[src/rtl/bsg_serial_in_parallel_out_passthrough_dynamic_pkg.sv]
// rtl/bsg_serial_in_parallel_out_passthrough_dynamic_pkg.sv - shared helpers for the dynamic SIPO gearbox
`ifndef BSG_ABSTRACT_MODULE
`define BSG_ABSTRACT_MODULE(fn)
`endif

package bsg_serial_in_parallel_out_passthrough_dynamic_pkg;

    // Width that stays legal (>=1) even when only one value must be encoded.
    function automatic int safe_clog2(input int n);
        return (n <= 1) ? 1 : $clog2(n);
    endfunction

endpackage

[src/rtl/bsg_array_reverse.sv]
// rtl/bsg_array_reverse.sv - reverses element order of a packed array
module bsg_array_reverse #(
    parameter int width_p = 1,
    parameter int els_p   = 1
) (
    input  logic [els_p-1:0][width_p-1:0] i,
    output logic [els_p-1:0][width_p-1:0] o
);

    for (genvar k = 0; k < els_p; k++) begin : g_rev
        assign o[k] = i[els_p-1-k];
    end

endmodule

[src/rtl/bsg_counter_clear_up.sv]
// rtl/bsg_counter_clear_up.sv - up counter with synchronous clear, clear wins over up
module bsg_counter_clear_up
    import bsg_serial_in_parallel_out_passthrough_dynamic_pkg::*;
#(
    parameter int max_val_p = 1,
    localparam int width_lp = safe_clog2(max_val_p + 1)
) (
    input  logic                clk_i,
    input  logic                reset_i,
    input  logic                clear_i,
    input  logic                up_i,
    output logic [width_lp-1:0] count_o
);

    logic [width_lp-1:0] count_q, count_d;

    always_comb begin
        count_d = count_q;
        if (clear_i) begin
            count_d = '0;
        end else if (up_i) begin
            count_d = count_q + width_lp'(1);
        end
    end

    always_ff @(posedge clk_i) begin
        if (reset_i) begin
            count_q <= '0;
        end else begin
            count_q <= count_d;
        end
    end

    assign count_o = count_q;

endmodule

[src/rtl/bsg_dff_en.sv]
// rtl/bsg_dff_en.sv - enabled data register without reset
module bsg_dff_en #(
    parameter int width_p = 1
) (
    input  logic               clk_i,
    input  logic               en_i,
    input  logic [width_p-1:0] data_i,
    output logic [width_p-1:0] data_o
);

    logic [width_p-1:0] data_q, data_d;

    always_comb begin
        data_d = en_i ? data_i : data_q;
    end

    always_ff @(posedge clk_i) begin
        data_q <= data_d;
    end

    assign data_o = data_q;

endmodule

[src/rtl/bsg_serial_in_parallel_out_passthrough_dynamic.sv]
// rtl/bsg_serial_in_parallel_out_passthrough_dynamic.sv - variable-length SIPO with combinational last word
`BSG_ABSTRACT_MODULE(bsg_serial_in_parallel_out_passthrough_dynamic)

module bsg_serial_in_parallel_out_passthrough_dynamic
    import bsg_serial_in_parallel_out_passthrough_dynamic_pkg::*;
#(
    parameter int width_p    = 8,
    parameter int max_els_p  = 4,
    parameter int hi_to_lo_p = 0,
    localparam int lg_max_els_lp = safe_clog2(max_els_p)
) (
    input  logic                           clk_i,
    input  logic                           reset_i,
    input  logic                           v_i,
    output logic                           ready_and_o,
    input  logic [width_p-1:0]             data_i,
    input  logic [lg_max_els_lp-1:0]       len_i,
    output logic [max_els_p*width_p-1:0]   data_o,
    output logic [lg_max_els_lp-1:0]       len_o,
    output logic                           v_o,
    input  logic                           ready_and_i
);

    if (max_els_p == 1) begin : g_passthrough
        logic unused_sigs;
        assign unused_sigs = ^{clk_i, len_i};
        assign data_o      = data_i;
        assign len_o       = '0;
        assign v_o         = v_i & ~reset_i;
        assign ready_and_o = ready_and_i & ~reset_i;
    end else begin : g_sipo
        localparam logic [lg_max_els_lp-1:0] max_len_lp = lg_max_els_lp'(max_els_p - 1);

        logic [lg_max_els_lp-1:0] count_lo, len_q, len_d, len_cur;
        logic last, accept, up, clear;
        logic [max_els_p-2:0][width_p-1:0] data_r;
        logic [max_els_p-1:0][width_p-1:0] data_lo, data_ord;

        always_comb begin
            len_cur     = (count_lo == '0) ? len_i : len_q;
            last        = (count_lo == len_cur);
            v_o         = v_i & last & ~reset_i;
            ready_and_o = ~reset_i & (~last | ready_and_i);
            accept      = v_i & ready_and_o;
            up          = accept & ~last;
            clear       = accept & last;
            len_d       = (accept && count_lo == '0) ? len_i : len_q;
            len_o       = len_cur;
        end

        always_ff @(posedge clk_i) begin
            if (reset_i) begin
                len_q <= '0;
            end else begin
                len_q <= len_d;
            end
        end

        bsg_counter_clear_up #(.max_val_p(max_els_p - 1)) u_count (
            .clk_i   (clk_i),
            .reset_i (reset_i),
            .clear_i (clear),
            .up_i    (up),
            .count_o (count_lo)
        );

        // The final slot never needs storage: it is always the word in flight.
        for (genvar k = 0; k < max_els_p - 1; k++) begin : g_slot
            bsg_dff_en #(.width_p(width_p)) u_word (
                .clk_i  (clk_i),
                .en_i   (up && (count_lo == lg_max_els_lp'(k))),
                .data_i (data_i),
                .data_o (data_r[k])
            );
            assign data_lo[k] = (count_lo == lg_max_els_lp'(k)) ? data_i : data_r[k];
        end
        assign data_lo[max_els_p-1] = data_i;

        if (hi_to_lo_p != 0) begin : g_rev
            bsg_array_reverse #(.width_p(width_p), .els_p(max_els_p)) u_rev (
                .i (data_lo),
                .o (data_ord)
            );
        end else begin : g_fwd
            assign data_ord = data_lo;
        end
        assign data_o = data_ord;

        a_len_legal: assert property (@(posedge clk_i) disable iff (reset_i)
            (v_i && count_lo == '0) |-> (len_i <= max_len_lp));
    end

endmodule

[config.mk]
export PLATFORM = sky130hd
export DESIGN_NAME = bsg_serial_in_parallel_out_passthrough_dynamic
export DESIGN_NICKNAME = d
export VERILOG_FILES = /design/src/rtl/bsg_serial_in_parallel_out_passthrough_dynamic_pkg.sv /design/src/rtl/bsg_array_reverse.sv /design/src/rtl/bsg_counter_clear_up.sv /design/src/rtl/bsg_dff_en.sv /design/src/rtl/bsg_serial_in_parallel_out_passthrough_dynamic.sv
export SDC_FILE = /design/constraint.sdc
export NUM_CORES = 1
export LEC_CHECK = 0
export BUFFER_PORTS_ARGS = -buffer_cell sky130_fd_sc_hd__clkbuf_2
export CAP_MARGIN = 20
export CORE_UTILIZATION = 52
export CTS_CLUSTER_DIAMETER = 40
export CTS_CLUSTER_SIZE = 8
export DETAILED_ROUTE_END_ITERATION = 10
export PLACE_DENSITY = 0.85
export SYNTH_ARGS = -nofsm -noshare
export SYNTH_HDL_FRONTEND = slang
export SYNTH_SLANG_ARGS = --single-unit
[constraint.sdc]
create_clock -name clk_i -period 2.99 [get_ports clk_i]
set_input_delay 0.598 -clock clk_i [delete_from_list [all_inputs] [get_ports clk_i]]
set_output_delay 0.598 -clock clk_i [all_outputs]
set_load 0.01 [all_outputs]
Word level (Yosys, flattened, before mapping)
Index checks and enable logic that the tools add are counted.
- register bits after elaboration: 28
- input port bits: 14
- output and inout bits: 36
- word-level logic and storage cells: 28
- add/subtract/negate cells: 1
- equal/unequal tests: 3
- multiplexer cells: 4
- bitwise gates (word level): 9
- reduce and logical (&&, ||, !) cells: 6
- operators with widths (operator ; number):
    $mux W8 ; 3
    $and A1 B1 Y1 ; 6
    $logic_and A1 B1 Y1 ; 4
    $add A2 B1 Y2 const B ; 1
    $eq A2 B1 Y1 const B ; 1
    $eq A2 B2 Y1 ; 1
    $eq A2 B2 Y1 const B ; 1
    $logic_not A2 Y1 ; 1
    $mux W2 ; 1
    $not A1 Y1 ; 2
    $reduce_or A2 Y1 ; 1
    $or A1 B1 Y1 ; 1

Longest topological paths before layout
- depth in word-level cells: 9
- depth in mapped cells: 6
- mapped depth without buffers: 6

Hierarchy
Synthesis repeated with hierarchy kept, for this count alone.
- cells, all modules: 99
- area, all modules: 1438.9 um2
- by module, submodules not included (module ; instances ; cells an instance ; area each (um2) ; sequential area each (um2)):
    bsg_dff_en ; 3 ; 8 ; 240.2 ; 240.2
    bsg_serial_in_parallel_out_passthrough_dynamic ; 1 ; 67 ; 633.1 ; 40.0
    bsg_counter_clear_up ; 1 ; 8 ; 85.1 ; 40.0

Least setup slack after synthesis
Ideal clock, no wire load.
- path kind: reg2out
- from: register g_sipo.u_count.count_q[0], in the netlist g_sipo.u_count.count_o[0]
- to: output port v_o
- arrival: 1446 ps
- data required time: 2392 ps
- slack: 946 ps
- cell stages (with the launch flop): 6
- buffers on the path: 0
- cell sequence: dfxtp_1 inv_1 ha_1 mux2i_1 xnor2_1 nor3_1
- longest elaborated chain between the ends: 5
- RTL lines (item ; line ; source):
    start, declared ; bsg_counter_clear_up.sv:15 ; logic [width_lp-1:0] count_q, count_d;
    start signal, assigned ; bsg_counter_clear_up.sv:30 ; count_q <= count_d;
    $logic_not A2 Y1 ; bsg_serial_in_parallel_out_passthrough_dynamic.sv:40 ; len_cur = (count_lo == '0) ? len_i : len_q;
    $mux W2 ; bsg_serial_in_parallel_out_passthrough_dynamic.sv:40 ;
    $eq A2 B2 Y1 (*) ; bsg_serial_in_parallel_out_passthrough_dynamic.sv:41 ; last = (count_lo == len_cur);
    $and A1 B1 Y1 (*) (2 in series) ; bsg_serial_in_parallel_out_passthrough_dynamic.sv:42 ; v_o = v_i & last & ~reset_i;
    end, declared ; bsg_serial_in_parallel_out_passthrough_dynamic.sv:20 ; output logic v_o,
Every way passes the cells marked *; elsewhere a longest branch is shown, timed or not.

Worst setup path in the final report
Ends and elaborated chain as after synthesis.

==> results_dict.tcl <==
set metrics [dict create \
    synthesis.yosys.warnings 0 \
    crit_type "flip-flop to output pin" \
    fp.coreArea_um2 2500 \
    post_synth_xor_area_fraction_pct 1.80 \
    nets 156 \
    sequential_share_of_the_synthesized_area_pct 57.7 \
    highest-signal-layer "met4" \
    crit_family "flip-flops" \
    syn-mean-instance-area_um2 14.6 \
    post-route-drc-count 0 \
    worst-r2r-setup-slack_ps 560 \
    postSynth.asyncResetShare_pct 0 \
    synthAdderAreaFrac_pct 2.71 \
    clock-skew-final_ps 9.33 \
    crit_path_top_delay_cell "sky130_fd_sc_hd__dfxtp_1" \
    synth.cell_area_um2 1390 \
    smallest_setup_slack_after_layout_ps 300 \
    yosysUniqueCellTypes 21 \
    critPathCaptureType "output pin" \
    cts_setup_buffers 0 \
    initialDrtViolationCount 17 \
    largest_net_degree_at_the_start_of_global_routing 16 \
    antenna-diode-count 0 \
    synthesized_netlist_cell_count 95 \
    synth-seq-cells 28 \
    leakagePower_nw 0.683 \
    floorplan.die.width_um 53.7 \
    post_drt_via_cell_ratio 5.33 \
    final.hold.worst_slack_ps 478 \
    cp_slowest_stage_delay_ps 380 \
    pin_count 50 \
    wl_um 2500 \
    filler_cell_count 190 \
    rsz_0062_raised_after_global_routing "no" \
    drv_cap 0 \
    synth-edff-count 24 \
    floorplan.initialDensity_pct 55.5 \
    ys_dominant_reg_cell "sky130_fd_sc_hd__edfxtp_1" \
    synth.area.mux_share_pct 23.3 \
    final-max-slew-violation-count 0 \
    ir_worst_vdd_mv 0.348 \
    synth.area.top_cells "sky130_fd_sc_hd__edfxtp_1 (52%), sky130_fd_sc_hd__mux2_2 (19%), sky130_fd_sc_hd__dfxtp_1 (5.8%), sky130_fd_sc_hd__buf_4 (4.3%), sky130_fd_sc_hd__ha_1 (2.7%)" \
    finalHoldViolCount 0 \
    worstPathCellList "inv_1, ha_1, mux2i_1, xnor2_1, nor3_1, clkbuf_2" \
    clock_sink_total 28 \
    setup_tns_ps 0 \
    r2r_cells 6 \
    clockBufferDepth 2 \
    synthDominantCellAreaShare_pct 51.9 \
    place_inst 164 \
    clock_latency_ps 320 \
    timing.final.crit_period_ps 2690 \
    tritoncts.num_buffers 3 \
    max_slew_margin_pct 70.8 \
    status "completed" \
    synthDominantAreaCellType "sky130_fd_sc_hd__edfxtp_1" \
    met3RoutedLength_um 104 \
    floorplan.die_area_um2 2880 \
    crit_fanout 5 \
    max_freq_ghz 0.372 \
    cts_tree "built" \
    worstPathBufferInverterCount 2 \
    synth_top_family_by_area "multiplexers" \
    power_density_nw_per_um2 526 \
    post_cts_resized 0 \
    finalWeightedCongestion 0.874 \
    critPathCapture "v_o" \
    syn2layout_area_growth_pct 17.7 \
    met2_length_um 1320 \
    synth-simple-area-share_pct 3.70 \
    placement.setup.worst_slack_ps 593 \
    critical_path_cell_count 6 \
    grt_pass1_wl_um 3690 \
    final_cell_mix "sky130_fd_sc_hd__clkbuf_2 (49), sky130_fd_sc_hd__mux2_2 (24), sky130_fd_sc_hd__edfxtp_1 (24)" \
    cp_data_arrival_time_ps 2090 \
    clock_tree.root_cell "sky130_fd_sc_hd__clkbuf_4" \
    clk_pin_slew_worst_paths_ps 130 \
    ctsHoldBuffers 0 \
    r2r_startpoint "g_sipo.u_count.count_o[0]" \
    vias 895 \
    timing.hold.worst.class "flip-flop to flip-flop" \
    fin_cells 168 \
    synth_compound_gate_area_share_pct 4.33 \
    layout.cells.most_common "sky130_fd_sc_hd__clkbuf_2" \
    number_of_detailed_routing_iterations_run_before_antenna_repair 4 \
    detail_route.wl_per_cell_um 14.9 \
    drive_gt1_share_pct 57.2 \
    grt_antenna_before_repair 0 \
    via_count_of_the_first_global_routing_pass 833 \
    die_h_um 53.7 \
    final-seq-area_um2 801 \
    r2r-end "g_sipo.g_slot[0].u_word.data_o[7]" \
    globalRouteTotalUtil_pct 18.6 \
    timing.final.setup_violations 0 \
    worst_pin_slew_ps 438 \
    detail-route-antenna-nets 0 \
    remaining_overflow_grt 0 \
    met1Wirelength_um 1030 \
    cp.required_ps 2390 \
    crit_start "g_sipo.u_count.count_o[0]" \
    rows 18 \
    multiInputGateArea_um2 497 \
    postSynthNetCount 112 \
    place_hpwl_um 1870 \
    min_period_over_period_pct 90.0 \
    cts-htree-levels 1 \
    numPortBuffers 49 \
    setup.worst_path.start_class "flip-flop" \
]
## logic make-up after synthesis
logic type | after synthesis
adder cells (fa/ha/maj) | 3
flip-flops | 28
AO/OA/AOI/OAI | 7
AND/OR/NAND/NOR | 11
multiplexers | 28
XOR/XNOR | 2
buffers and inverters | 16
## tightest hold or removal path, cell delays in order, from the launching register on
cell	delay, ps
sky130_fd_sc_hd__dfxtp_1	340
sky130_fd_sc_hd__nand2_1	50
sky130_fd_sc_hd__mux2i_1	60
## synthesized netlist by cell type (2+ instances only)
library cell,count
sky130_fd_sc_hd__edfxtp_1,24
sky130_fd_sc_hd__mux2_2,24
sky130_fd_sc_hd__buf_4,8
sky130_fd_sc_hd__inv_1,5
sky130_fd_sc_hd__nand2_1,5
sky130_fd_sc_hd__dfxtp_1,4
sky130_fd_sc_hd__and2_1,3
sky130_fd_sc_hd__clkbuf_1,3
sky130_fd_sc_hd__ha_1,3
sky130_fd_sc_hd__mux2i_1,3
sky130_fd_sc_hd__nor3_1,2
sky130_fd_sc_hd__o311a_1,2
## cell type report
| class | count | share of cell area [%] |
|---|---|---|
| repair buffers | 50 | 15.5 |
| clock buffers | 4 | 1.61 |
| flip-flops and latches | 28 | 49.0 |
| multi-input cells | 51 | 30.4 |
| inverters | 5 | 1.15 |
| well taps | 30 | 2.30 |
## power by group
group	internal, mW	total (mW)	switching, mW
combinational	0.116	0.250	0.134
clock	0.0521	0.153	0.101
sequential	0.446	0.456	0.0101
total	0.614	0.859	0.245
## worst min path at each step
stage | end | depth (start not counted) | slack [ps] | start
6_report | g_sipo.len_q[0] | 2 | 480 | g_sipo.len_q[0]
5_1_grt | g_sipo.u_count.count_o[0] | 2 | 450 | reset_i
4_1_cts | g_sipo.u_count.count_o[0] | 2 | 460 | reset_i
3_5_place_dp | g_sipo.len_q[0] | 2 | 460 | g_sipo.len_q[0]
3_3_place_gp | g_sipo.len_q[0] | 2 | 450 | g_sipo.len_q[0]
2_1_floorplan | g_sipo.len_q[0] | 2 | 430 | g_sipo.len_q[0]
## stage by stage
| step | util [%] | area (um^2) | total power [mW] |
|---|---|---|---|
| 3_5_place_dp | 64.3 | 1610 | 0.716 |
| 6_report | 65.3 | 1630 | 0.859 |
| 2_1_floorplan | - | 1390 | 0.630 |
| 4_1_cts | 65.3 | 1630 | 0.864 |
| 3_3_place_gp | 64.3 | 1610 | 0.706 |
| 5_1_grt | 65.3 | 1630 | 0.903 |
## flip-flops by register name (all words and copies together), names as in the netlist
signal	cells
g_sipo.len_q	2
g_sipo.g_slot.u_word.data_o	24
g_sipo.u_count.count_o	2
## layer usage
layer  vias to the layer above  global-route usage [%]
met2                        40                    34.0
li1                        429                       -
met1                       420                    21.1
met3                         6                    2.82
met4                         0                    8.77
met5                         -                       0
Power figures use the tool's default switching activity.
